`src/rtl/bipolar_bit_serializer.sv`:
```
// Bit-serial wordline driver. It captures one bipolar magnitude vector (one P and one N magnitude per lane)
// and streams it LSB-first, one bit-plane per beat, over a valid/ready handshake.
module bipolar_bit_serializer #(
  parameter int unsigned inBits   = 4,
  parameter int unsigned numLanes = 1
) (
  input  logic                               clk,
  input  logic                               nrst,
  input  logic                               in_valid,
  output logic                               in_ready,
  input  logic                               unsigned_inputs,
  input  logic [numLanes-1:0][inBits-1:0]    bipolar_p,
  input  logic [numLanes-1:0][inBits-1:0]    bipolar_n,
  output logic                               out_valid,
  input  logic                               out_ready,
  output logic [numLanes-1:0]                wl_p,
  output logic [numLanes-1:0]                wl_n,
  output logic [$clog2(inBits)-1:0]          bit_idx,
  output logic                               out_last,
  output logic                               ovf_err
);

  localparam int unsigned IW = $clog2(inBits);

  typedef enum logic {IDLE, SHIFT} state_e;

  state_e                            state_q, state_d;
  logic [numLanes-1:0][inBits-1:0]   p_q, p_d;
  logic [numLanes-1:0][inBits-1:0]   n_q, n_d;
  logic                              uns_q, uns_d;
  logic [IW-1:0]                     idx_q, idx_d;
  logic                              ovf_q, ovf_d;
  logic [numLanes-1:0]               wlp_q, wlp_d;
  logic [numLanes-1:0]               wln_q, wln_d;
  logic                              last_q, last_d;

  logic                              consume;
  logic                              accept;
  logic                              msb_any;
  logic [IW-1:0]                     last_idx_d;

  assign out_valid = (state_q == SHIFT);
  assign consume   = out_valid && out_ready;
  assign in_ready  = (state_q == IDLE) || (consume && last_q);
  assign accept    = in_valid && in_ready;

  assign wl_p     = wlp_q;
  assign wl_n     = wln_q;
  assign bit_idx  = idx_q;
  assign out_last = last_q;
  assign ovf_err  = ovf_q;

  always_comb begin
    msb_any = 1'b0;
    for (int unsigned i = 0; i < numLanes; i++) begin
      msb_any = msb_any | bipolar_p[i][inBits-1] | bipolar_n[i][inBits-1];
    end
  end

  // State and capture registers
  always_ff @(posedge clk or negedge nrst) begin
    if (!nrst) begin
      state_q <= IDLE;
      p_q     <= '0;
      n_q     <= '0;
      uns_q   <= 1'b0;
      idx_q   <= '0;
      ovf_q   <= 1'b0;
      wlp_q   <= '0;
      wln_q   <= '0;
      last_q  <= 1'b0;
    end else begin
      state_q <= state_d;
      p_q     <= p_d;
      n_q     <= n_d;
      uns_q   <= uns_d;
      idx_q   <= idx_d;
      ovf_q   <= ovf_d;
      wlp_q   <= wlp_d;
      wln_q   <= wln_d;
      last_q  <= last_d;
    end
  end

  // Next-state logic
  always_comb begin
    state_d = state_q;
    p_d     = p_q;
    n_d     = n_q;
    uns_d   = uns_q;
    idx_d   = idx_q;
    ovf_d   = ovf_q | (accept && !unsigned_inputs && msb_any);

    case (state_q)
      IDLE: begin
        if (accept) begin
          state_d = SHIFT;
          p_d     = bipolar_p;
          n_d     = bipolar_n;
          uns_d   = unsigned_inputs;
          idx_d   = '0;
        end
      end
      SHIFT: begin
        if (consume) begin
          if (last_q) begin
            if (in_valid) begin
              state_d = SHIFT;
              p_d     = bipolar_p;
              n_d     = bipolar_n;
              uns_d   = unsigned_inputs;
            end else begin
              state_d = IDLE;
            end
            idx_d = '0;
          end else begin
            idx_d = idx_q + IW'(1);
          end
        end
      end
      default: state_d = IDLE;
    endcase
  end

  // Outputs are precomputed from next state so that the beat registers line up with the state register
  always_comb begin
    wlp_d      = '0;
    wln_d      = '0;
    last_d     = 1'b0;
    last_idx_d = uns_d ? IW'(inBits - 1) : IW'(inBits - 2);
    if (state_d == SHIFT) begin
      for (int unsigned i = 0; i < numLanes; i++) begin
        wlp_d[i] = p_d[i][idx_d];
        wln_d[i] = n_d[i][idx_d];
      end
      last_d = (idx_d == last_idx_d);
    end
  end

endmodule

```
`config.mk`:
```
export PLATFORM = sky130hd
export DESIGN_NAME = bipolar_bit_serializer
export DESIGN_NICKNAME = d
export VERILOG_FILES = /design/src/rtl/bipolar_bit_serializer.sv
export SDC_FILE = /design/constraint.sdc
export NUM_CORES = 1
export LEC_CHECK = 0
export CORE_MARGIN = 2
export CORE_UTILIZATION = 46
export DETAILED_ROUTE_END_ITERATION = 12
export HOLD_SLACK_MARGIN = 0.12
export PLACE_DENSITY = 0.77
export SETUP_SLACK_MARGIN = 0.5
export SKIP_CTS_REPAIR_TIMING = 1
export SLEW_MARGIN = 5
export SYNTH_ARGS = -nofsm -noshare
export SYNTH_HDL_FRONTEND = slang
export SYNTH_SLANG_ARGS = --single-unit
```
`constraint.sdc`:
```
create_clock -name clk -period 2.3 [get_ports clk]
set_clock_uncertainty 0.05 [all_clocks]
set_input_delay 0.69 -clock clk [delete_from_list [all_inputs] [get_ports clk]]
set_output_delay 0.69 -clock clk [all_outputs]
set_load 0.01 [all_outputs]
```
## After elaboration in Yosys (flattened, before gate mapping)

Cells that the tools add are included.
W data, S select, Z words.

| operators by class | value |
|---|---|
| add/subtract/negate cells | 1 |
| magnitude comparators | 1 |
| equality and inequality tests | 1 |
| multiplexer cells | 32 |
| bitwise operators | 3 |
| reductions and logical operators | 7 |

Operator list:

| operator | number |
|---|---|
| $mux W4 | 8 |
| $pmux W4 S2 | 2 |
| $mux W1 | 14 |
| $mux W2 | 3 |
| $logic_and A1 B1 Y1 | 5 |
| $bmux W1 S2 | 2 |
| $pmux W1 S2 | 2 |
| $pmux W2 S2 | 1 |
| $lt A2 B3 Y1 const B | 1 |
| $add A2 B1 Y2 const B | 1 |
| $eq A2 B2 Y1 | 1 |
| $or A1 B1 Y1 | 2 |
| $logic_not A1 Y1 | 1 |
| $logic_or A1 B1 Y1 | 1 |
| $not A1 Y1 | 1 |

| word-level totals | value |
|---|---|
| register bits after elaboration | 16 |
| output and inout port bits | 8 |

## Longest topological paths before layout

Gate-level depths: netlist of the first run.

| logic depth | value |
|---|---|
| word-level depth | 9 |
| gate-level depth with buffers | 6 |

## Least setup slack after synthesis of the first run

No wires, ideal clock.

| path | value |
|---|---|
| path kind | input-to-reg |
| start point | input out_ready |
| end point | register wln_q (netlist: wl_n) |
| setup time | 0.148 ns |
| data arrival time | 1.637 ns |
| path slack | 0.465 ns |
| stages on the path | 6 |
| path buffers | 1 |
| path through | a21bo_1 buf_6 nand2_8 mux2_4 nor3b_1 a211oi_1 |

RTL lines:

| element | RTL line | source |
|---|---|---|
| from (decl) | 15 | `input logic out_ready,` |
| to (signal assigned) | 80 | `wln_q <= wln_d;` |
| to (decl) | 34 | `logic [numLanes-1:0] wln_q, wln_d;` |

## Worst setup path in the final report of the first run

| path | value |
|---|---|
| start point | input out_ready |
| end point | output in_ready |

| on the way | value |
|---|---|
| word-level cells in the longest chain between the ends | 3 |

RTL lines:

| element | RTL line | source |
|---|---|---|
| $logic_and A1 B1 Y1 | 43 | `assign consume = out_valid && out_ready;` |
| $logic_and A1 B1 Y1 | 44 | `assign in_ready = (state_q == IDLE) \|\| (consume && last_q);` |
| $logic_or A1 B1 Y1 | 44 |  |
| to (decl) | 10 | `output logic in_ready,` |

No other way between the ends.

==> flow_summary.json, run 1 <==
{
  "muxShareOfSynthArea_pct": 18.2,
  "synthAdderAreaFrac_pct": 0,
  "syn_to_final_growth_pct": 48.5,
  "path_clk_slew_ps": 90,
  "rows": 14,
  "die-area_um2": 2020,
  "vdd_drop_max_uv": 580,
  "wirelength_mm": 1.52,
  "synth_cells": 60,
  "setup_violations": 0,
  "cp_top_family": "buffers and inverters",
  "gp_congestion": 0.700,
  "final_area_um2": 1140,
  "worstSetupStartpointType": "primary input",
  "cp_max_fo": 6,
  "cts_buffers": 3,
  "synth_seq_area_share_pct": 52.0,
  "use_met1_pct": 23.4,
  "drive_above_1_share_pct": 36.8,
  "synth_compound_area_share_pct": 13.8,
  "worst_pin_slew_ps": 302,
  "path_cells": "clkbuf_2, a21bo_1, dlymetal6s2s_1",
  "worst_path_max_delay_cell": "a21bo_1",
  "synth_area_leaders": "dfrtp_1 52%, mux2_4 9.8%, mux2_2 5.9%",
  "root_buffer": "clkbuf_4",
  "ys_ff_latch": 16,
  "yosysWarnings": 0,
  "drt-vias-per-instance": 5.37,
  "fillers": 114,
  "fin_tns_setup_ps": 0,
  "drv_slew": 0,
  "clockBufferDepth": 2,
  "worst-path-buf-inv": 2,
  "met3_usage_pct": 4.80,
  "fin_nets": 109,
  "die-width_um": 44.9,
  "synth-async-reset-ratio_pct": 100,
  "worstPathRequired_ps": 1560,
  "yosysMostFrequentCell": "dfrtp_1",
  "critPathKind": "in -> out",
  "clock_latency_ps": 290,
  "max_freq_mhz": 524,
  "gr-total-overflow": 0,
  "initial_core_util_pct": 49.9,
  "min_path_type": "reg -> reg",
  "wl_per_cell_um": 13.7,
  "status": "finished clean",
  "endpoint_kind": "primary output",
  "maxCapViolCount": 0,
  "io_pins": 21,
  "grt_max_degree": 17,
  "slew_headroom_pct": 79.9,
  "place_area_um2": 1040,
  "finish.utilization_pct": 74.1,
  "min_period_ps": 1910,
  "yosysTopAreaCell": "dfrtp_1",
  "powerDensity_nw_per_um2": 1120,
  "yosys.area.top_type_share_pct": 52.0,
  "grt_setup_unrepaired": "yes",
  "num_vias": 596,
  "synth_nets": 73,
  "drt_iter0_markers": 11,
  "final-hold-violation-count": 0,
  "drc": 0,
  "clock_sink_count": 16,
  "grt_pass1_wl_mm": 2.46,
  "slowest_delay_ps": 190,
  "synth.cell_area_um2": 769,
  "htree_levels": 1,
  "die_y_um": 44.9,
  "cts_tree": "yes",
  "antenna_found_initial": 0,
  "synth_common_cells": "16 x dfrtp_1, 5 x mux2_4, 4 x a31oi_1, 4 x inv_1, 4 x mux2_2",
  "use_met2_pct": 27.8,
  "busiest_layer": "met2",
  "insertedDiodeCount": 0,
  "synth_xor_area_share_pct": 1.14,
  "avgSynthCellArea_um2": 12.8,
  "numPortBuffers": 20,
  "synth_top_family_by_area": "multiplexers",
  "finalCritPeriodShare_pct": 82.9,
  "fp.coreArea_um2": 1540,
  "ant_nets": 0,
  "firstDrtPassIters": 4,
  "synth-main-ff-cell": "dfrtp_1",
  "synth_edf_count": 0,
  "hpwl_mm": 1.04,
  "gr-usage-all-layers_pct": 17.7,
  "synth-simple-area-share_pct": 11.4,
  "grt_pass1_vias": 557,
  "leakage_nw": 0.600,
  "critPathArrivalTime_ps": 1170,
  "ys_types": 25
}
flip-flops by register name, summed over array words and instances (netlist names):
signal     flops
wl_n           1
uns_q          1
bit_idx        2
ovf_err        1
out_valid      1
out_last       1
wl_p           1
p_q            4
n_q            4
final timing paths:
kind                                      startpoint                 end  slack [ps]  cells after the start
worst max-delay path                       out_ready            in_ready         390                      3
worst min-delay path               ovf_err$_DFF_PN0_   ovf_err$_DFF_PN0_         450                      2
worst max register to register  bit_idx[0]$_DFF_PN0_      wl_n$_DFF_PN0_         660                      6
worst min register to register     ovf_err$_DFF_PN0_   ovf_err$_DFF_PN0_         450                      2
max in group asynchronous                       nrst  out_last$_DFF_PN0_        1350                      2
min in group asynchronous                       nrst    n_q[2]$_DFF_PN0_         660                      2
metrics by stage:
stage / power [W] / instances / worst slack, ps / hold slack, ps
after detailed placement: 0.00104 / 102 / -376 / 437
after global placement: 0.00103 / 102 / -369 / 405
final: 0.00128 / 111 / 393 / 452
after floorplan: 0.000827 / 60 / 514 / 344
after global routing: 0.00136 / 111 / 347 / 472
after CTS: 0.00124 / 106 / -382 / 458
worst reg2reg max path, cell delays in order, from the launching register on:
cell	delay [ps]
dfrtp_2	420
buf_4	140
and3b_1	150
o221ai_1	270
nand2_2	150
nor3b_2	170
a211oi_1	200
cell type report:
type	instances	area [um2]	area share, %
Clock buffer	4	36.3	3.18
Inverter	4	15.0	1.31
Multi-Input combinational cell	39	355	31.1
Sequential cell	16	404	35.4
Tap cell	16	20.0	1.75
Timing Repair Buffer	32	312	27.3
routing by layer:
metal / wire length [um] / share of wire (%) / up-vias
met4: 0 / 0 / 0
met1: 692 / 45 / 285
met2: 746 / 49 / 22
met5: 0 / 0 / -
met3: 84 / 5.5 / 0
li1: - / - / 289
cell usage in the layout (no fill, tap or decap), drive strengths merged:
cell	count
clkbuf	5
inv	4
mux2i	2
nor3b	2
o221ai	1
dfrtp	16
nor2b	2
buf	12
a31oi	4
a21boi	1
nand2	4
nor2	3
a211o	1
a21bo	1
dlymetal6s2s	9
o22ai	1
a211oi	2
and3b	1
o21ai	1
nand2b	1
xor2	1
mux2	9
clkdlybuf4s50	10
o31ai	2
power breakdown:
| part | leakage [nW] | internal, W | switching (W) | total (W) |
|---|---|---|---|---|
| sequential | 0.184 | 0.000407 | 0.0000528 | 0.000460 |
| combinational | 0.395 | 0.000365 | 0.000265 | 0.000631 |
| clock | 0.0210 | 0.0000964 | 0.0000900 | 0.000186 |
| total | 0.600 | 0.000868 | 0.000408 | 0.00128 |
kinds of logic after synthesis:
kind of cell              Yosys count
AOI/OAI and AO/OA                  14
xor gates and xnor gates            1
buffers and inverters               5
DFF                                16
muxes                              11
and+or+nand+nor                    13
No activity file was read; power rests on OpenSTA's default activity.
==> inputs of run 2 (changes only) <==
clock period = 2 ns   (was 2.3 ns; I/O delays follow)
==> flow_summary.json, run 2 (same netlist as run 1, synthesis figures left out) <==
{
  "die_y_um": 44.9,
  "numPortBuffers": 20,
  "critPathKind": "in -> out",
  "ant_nets": 0,
  "gr-total-overflow": 0,
  "root_buffer": "clkbuf_4",
  "firstDrtPassIters": 3,
  "hold_start": "ovf_err$_DFF_PN0_",
  "min_period_ps": 1750,
  "cts_tree": "yes",
  "clockBufferDepth": 2,
  "powerDensity_nw_per_um2": 1310,
  "leakage_nw": 0.606,
  "grt_pass1_vias": 558,
  "min_path_type": "reg -> reg",
  "syn_to_final_growth_pct": 57.1,
  "slew_headroom_pct": 83.8,
  "endpoint_kind": "primary output",
  "drv_slew": 0,
  "final-hold-violation-count": 0,
  "io_pins": 21,
  "finish.utilization_pct": 78.4,
  "clock_latency_ps": 280,
  "hpwl_mm": 1.10,
  "worstSetupStartpointType": "primary input",
  "setup_violations": 0,
  "drc": 0,
  "die-width_um": 44.9,
  "regToRegEndpoint": "wl_n$_DFF_PN0_",
  "layout_commonest_cell": "buf_4",
  "slowest_delay_ps": 220,
  "worstPathRequired_ps": 1350,
  "wirelength_mm": 1.69,
  "drt-vias-per-instance": 5.22,
  "reg2reg_slack_ps": 390,
  "cp_max_fo": 2,
  "clock_sink_count": 16,
  "htree_levels": 1,
  "max_freq_mhz": 570,
  "whs_endpoint": "ovf_err$_DFF_PN0_",
  "r2r_start": "out_last$_DFF_PN0_",
  "fin_nets": 115,
  "worst_pin_slew_ps": 241,
  "worst_path_max_delay_cell": "a21bo_1",
  "most-common-layout-cells": "14 x buf_4, 13 x dfrtp_1, 10 x clkdlybuf4s50_1, 7 x buf_6, 5 x mux2_4",
  "whs_path_depth": 2,
  "wl_per_cell_um": 14.4,
  "worst-path-buf-inv": 2,
  "grt_setup_unrepaired": "yes",
  "critPathArrivalTime_ps": 1100,
  "maxCapViolCount": 0,
  "gr-usage-all-layers_pct": 16.5,
  "grt_pass1_wl_mm": 2.37,
  "vdd_drop_max_uv": 780,
  "insertedDiodeCount": 0,
  "finalCritPeriodShare_pct": 87.6,
  "grt_max_degree": 17,
  "drt_iter0_markers": 8,
  "antenna_found_initial": 0,
  "r2r_cells": 6,
  "cp_top_family": "buffers and inverters",
  "cts_buffers": 3,
  "die-area_um2": 2020,
  "rows": 14,
  "gp_congestion": 0.728,
  "path_clk_slew_ps": 100,
  "num_vias": 611,
  "status": "finished clean",
  "power_w": 0.00158,
  "drive_above_1_share_pct": 49.5,
  "path_cells": "dlymetal6s2s_1, a21bo_1, buf_2",
  "initial_core_util_pct": 49.9,
  "fp.coreArea_um2": 1540
}
-- run 2: changes by cell type in the layout (fill, tap and decap cells not counted), sizes merged --
cell          previous run  this run
buf                     12        23
dlymetal6s2s             9         4
-- run 2: cell type report --
type                            count  area, um2
Clock buffer                        4       36.3
Fill cell                         105        333
Inverter                            4       15.0
Multi-Input combinational cell     39        384
Sequential cell                    16        404
Tap cell                           16       20.0
Timing Repair Buffer               38        349
-- run 2: worst max path at each step --
stage	start	to	slack (ps)	cells after the start
after global placement	out_ready	in_ready	-410	3
final	out_ready	in_ready	250	3
after CTS	out_ready	in_ready	-410	3
after detailed placement	out_ready	in_ready	-390	3
after floorplan	out_ready	wl_n$_DFF_PN0_	310	6
after global routing	out_valid$_DFF_PN0_	in_ready	230	2
-- run 2: power by group --
part | switching, W | internal, W | total (W)
Clock | 0.000102 | 0.000111 | 0.000213
Sequential | 0.0000817 | 0.000468 | 0.000550
Combinational | 0.000329 | 0.000490 | 0.000818
-- run 2: per-stage QoR --
stage	cell area, um2	cells	worst slack [ps]	hold WS [ps]	setup TNS, ps
floorplan	779	60	311	254	0
global placement	1060	104	-408	407	-1450
detailed placement	1060	104	-394	418	-1480
CTS	1090	108	-413	445	-443
global route	1210	117	231	459	0
finish	1210	117	247	453	0
-- run 2: per-layer routing --
layer	track usage, %	vias up	share of wire (%)
li1	-	297	-
met1	19.9	294	43
met2	27.5	18	52
met3	3.20	2	4.1
met4	9.41	0	0.59
met5	0	-	0
-- run 2: worst register-to-register path: stages (launching register included) --
cell and delay, ps:
dfrtp_1 440, a21bo_1 220, buf_6 140, nand2_8 90, mux2_4 330, nor3b_4 170, a211oi_2 60
==> inputs of run 3 (changes only) <==
CAP_MARGIN = 30   (was not set)
CORE_ASPECT_RATIO = 0.9   (was not set)
CORE_UTILIZATION = 48   (was 46)
CTS_BUF_LIST = sky130_fd_sc_hd__clkbuf_4 sky130_fd_sc_hd__clkbuf_8   (was not set)
PLACE_DENSITY = 0.8   (was 0.77)
==> flow_summary.json, run 3 (same netlist as run 1, synthesis figures left out) <==
{
  "p_comb_share_pct": 51.6,
  "syn_to_final_growth_pct": 55.1,
  "maxCapViolCount": 0,
  "finalCritPeriodShare_pct": 89.8,
  "r2r_cells": 7,
  "die_y_um": 42.0,
  "critPathArrivalTime_ps": 1150,
  "worstSetupStartpointType": "register",
  "gp_congestion": 0.799,
  "p_int_w": 0.00106,
  "min_path_type": "reg -> reg",
  "min_period_ps": 1800,
  "setup_violations": 0,
  "drt_iter0_markers": 8,
  "cp_max_fo": 3,
  "slowest_delay_ps": 440,
  "clockBufferDepth": 2,
  "io_pins": 21,
  "most-common-layout-cells": "13 x dfrtp_1, 13 x buf_4, 10 x clkdlybuf4s50_1, 8 x buf_6, 5 x mux2_4",
  "vdd_drop_max_uv": 715,
  "antenna_found_initial": 0,
  "critPathKind": "reg -> out",
  "drive_above_1_share_pct": 49.0,
  "wl_per_cell_um": 14.2,
  "path_cells": "buf_6, a21bo_1, buf_2",
  "finish.utilization_pct": 80.6,
  "status": "finished clean",
  "firstDrtPassIters": 4,
  "grt_setup_unrepaired": "yes",
  "worst_pin_slew_ps": 236,
  "htree_levels": 1,
  "gr-usage-all-layers_pct": 17.8,
  "path_clk_slew_ps": 90,
  "hpwl_mm": 1.13,
  "drc": 0,
  "fillers": 80,
  "drt-vias-per-instance": 5.01,
  "worstPathRequired_ps": 1350,
  "whs_path_depth": 2,
  "clock_sink_count": 16,
  "fin_nets": 114,
  "fp.coreArea_um2": 1480,
  "dpl.cell_count": 110,
  "p_seq_share_pct": 34.7,
  "max_freq_mhz": 557,
  "finalNonFillerCells": 122,
  "grt_max_degree": 17,
  "rows": 13,
  "seq_area_um2": 404,
  "grt_pass1_wl_mm": 2.50,
  "die-width_um": 46.2,
  "cts_tree": "yes",
  "p_sw_share_pct": 32.4,
  "p_switching_w": 0.000506,
  "gr-total-overflow": 0,
  "clockPowerShare_pct": 13.7,
  "final-hold-violation-count": 0,
  "endpoint_kind": "primary output",
  "worst_path_max_delay_cell": "dfrtp_2",
  "multi_input_area_um2": 370,
  "drv_slew": 0,
  "ant_nets": 0,
  "powerDensity_nw_per_um2": 1310,
  "insertedDiodeCount": 0,
  "root_buffer": "clkbuf_4",
  "initial_core_util_pct": 52.0,
  "cts_buffers": 3,
  "wirelength_mm": 1.73,
  "num_vias": 611,
  "numPortBuffers": 20,
  "clock_latency_ps": 280,
  "grt_pass1_vias": 549,
  "die-area_um2": 1940,
  "slew_headroom_pct": 84.1,
  "leakage_nw": 0.584
}
[run 3: final timing paths]
check	startpoint	endpoint	slack, ps
setup / recovery	out_last$_DFF_PN0_	in_ready	200
hold / removal	ovf_err$_DFF_PN0_	ovf_err$_DFF_PN0_	430
setup reg to reg	out_last$_DFF_PN0_	wl_p$_DFF_PN0_	270
hold reg to reg	ovf_err$_DFF_PN0_	ovf_err$_DFF_PN0_	430
max in group asynchronous	nrst	out_last$_DFF_PN0_	1120
min in group asynchronous	nrst	n_q[2]$_DFF_PN0_	570
[run 3: layout make-up]
cell class | count | share of cell area (%)
Timing Repair Buffer | 37 | 28.5
Clock buffer | 4 | 3.04
Inverter | 4 | 1.26
Sequential cell | 16 | 33.9
Tap cell | 22 | 2.31
Multi-Input combinational cell | 39 | 31.0
[run 3: worst max-delay path, delay by kind of cell, from the launching register on]
family | cells | cell delay, ps
flip-flops | 1 | 440
buffers and inverters | 2 | 260
AO/OA/AOI/OAI | 1 | 170
[run 3: power groups by stage]
| stage | Sequential [W] | Clock, W | Combinational, W |
|---|---|---|---|
| 3_3_place_gp | 0.000547 | 0 | 0.000643 |
| 5_1_grt | 0.000558 | 0.000232 | 0.000872 |
| 6_report | 0.000543 | 0.000214 | 0.000806 |
| 3_5_place_dp | 0.000559 | 0 | 0.000651 |
| 4_1_cts | 0.000552 | 0.000222 | 0.000656 |
| 2_1_floorplan | 0.000557 | 0 | 0.000394 |
[run 3: stage by stage]
| stage | hold WS (ps) | total power [W] | area (um2) | setup TNS [ps] | setup WS (ps) |
|---|---|---|---|---|---|
| global placement | 408 | 0.00119 | 1060 | -2260 | -490 |
| global route | 451 | 0.00166 | 1190 | 0 | 155 |
| finish | 432 | 0.00156 | 1190 | 0 | 204 |
| detailed placement | 416 | 0.00121 | 1060 | -2510 | -490 |
| floorplan | 254 | 0.000951 | 779 | 0 | 311 |
| CTS | 445 | 0.00143 | 1100 | -511 | -505 |
[run 3: routing by layer]
metal,share of wire [%],up-vias,track usage [%]
li1,-,298,-
met1,45,300,26.6
met2,52,13,26.7
met3,3.1,0,3.88
met4,0,0,3.43
met5,0,-,0
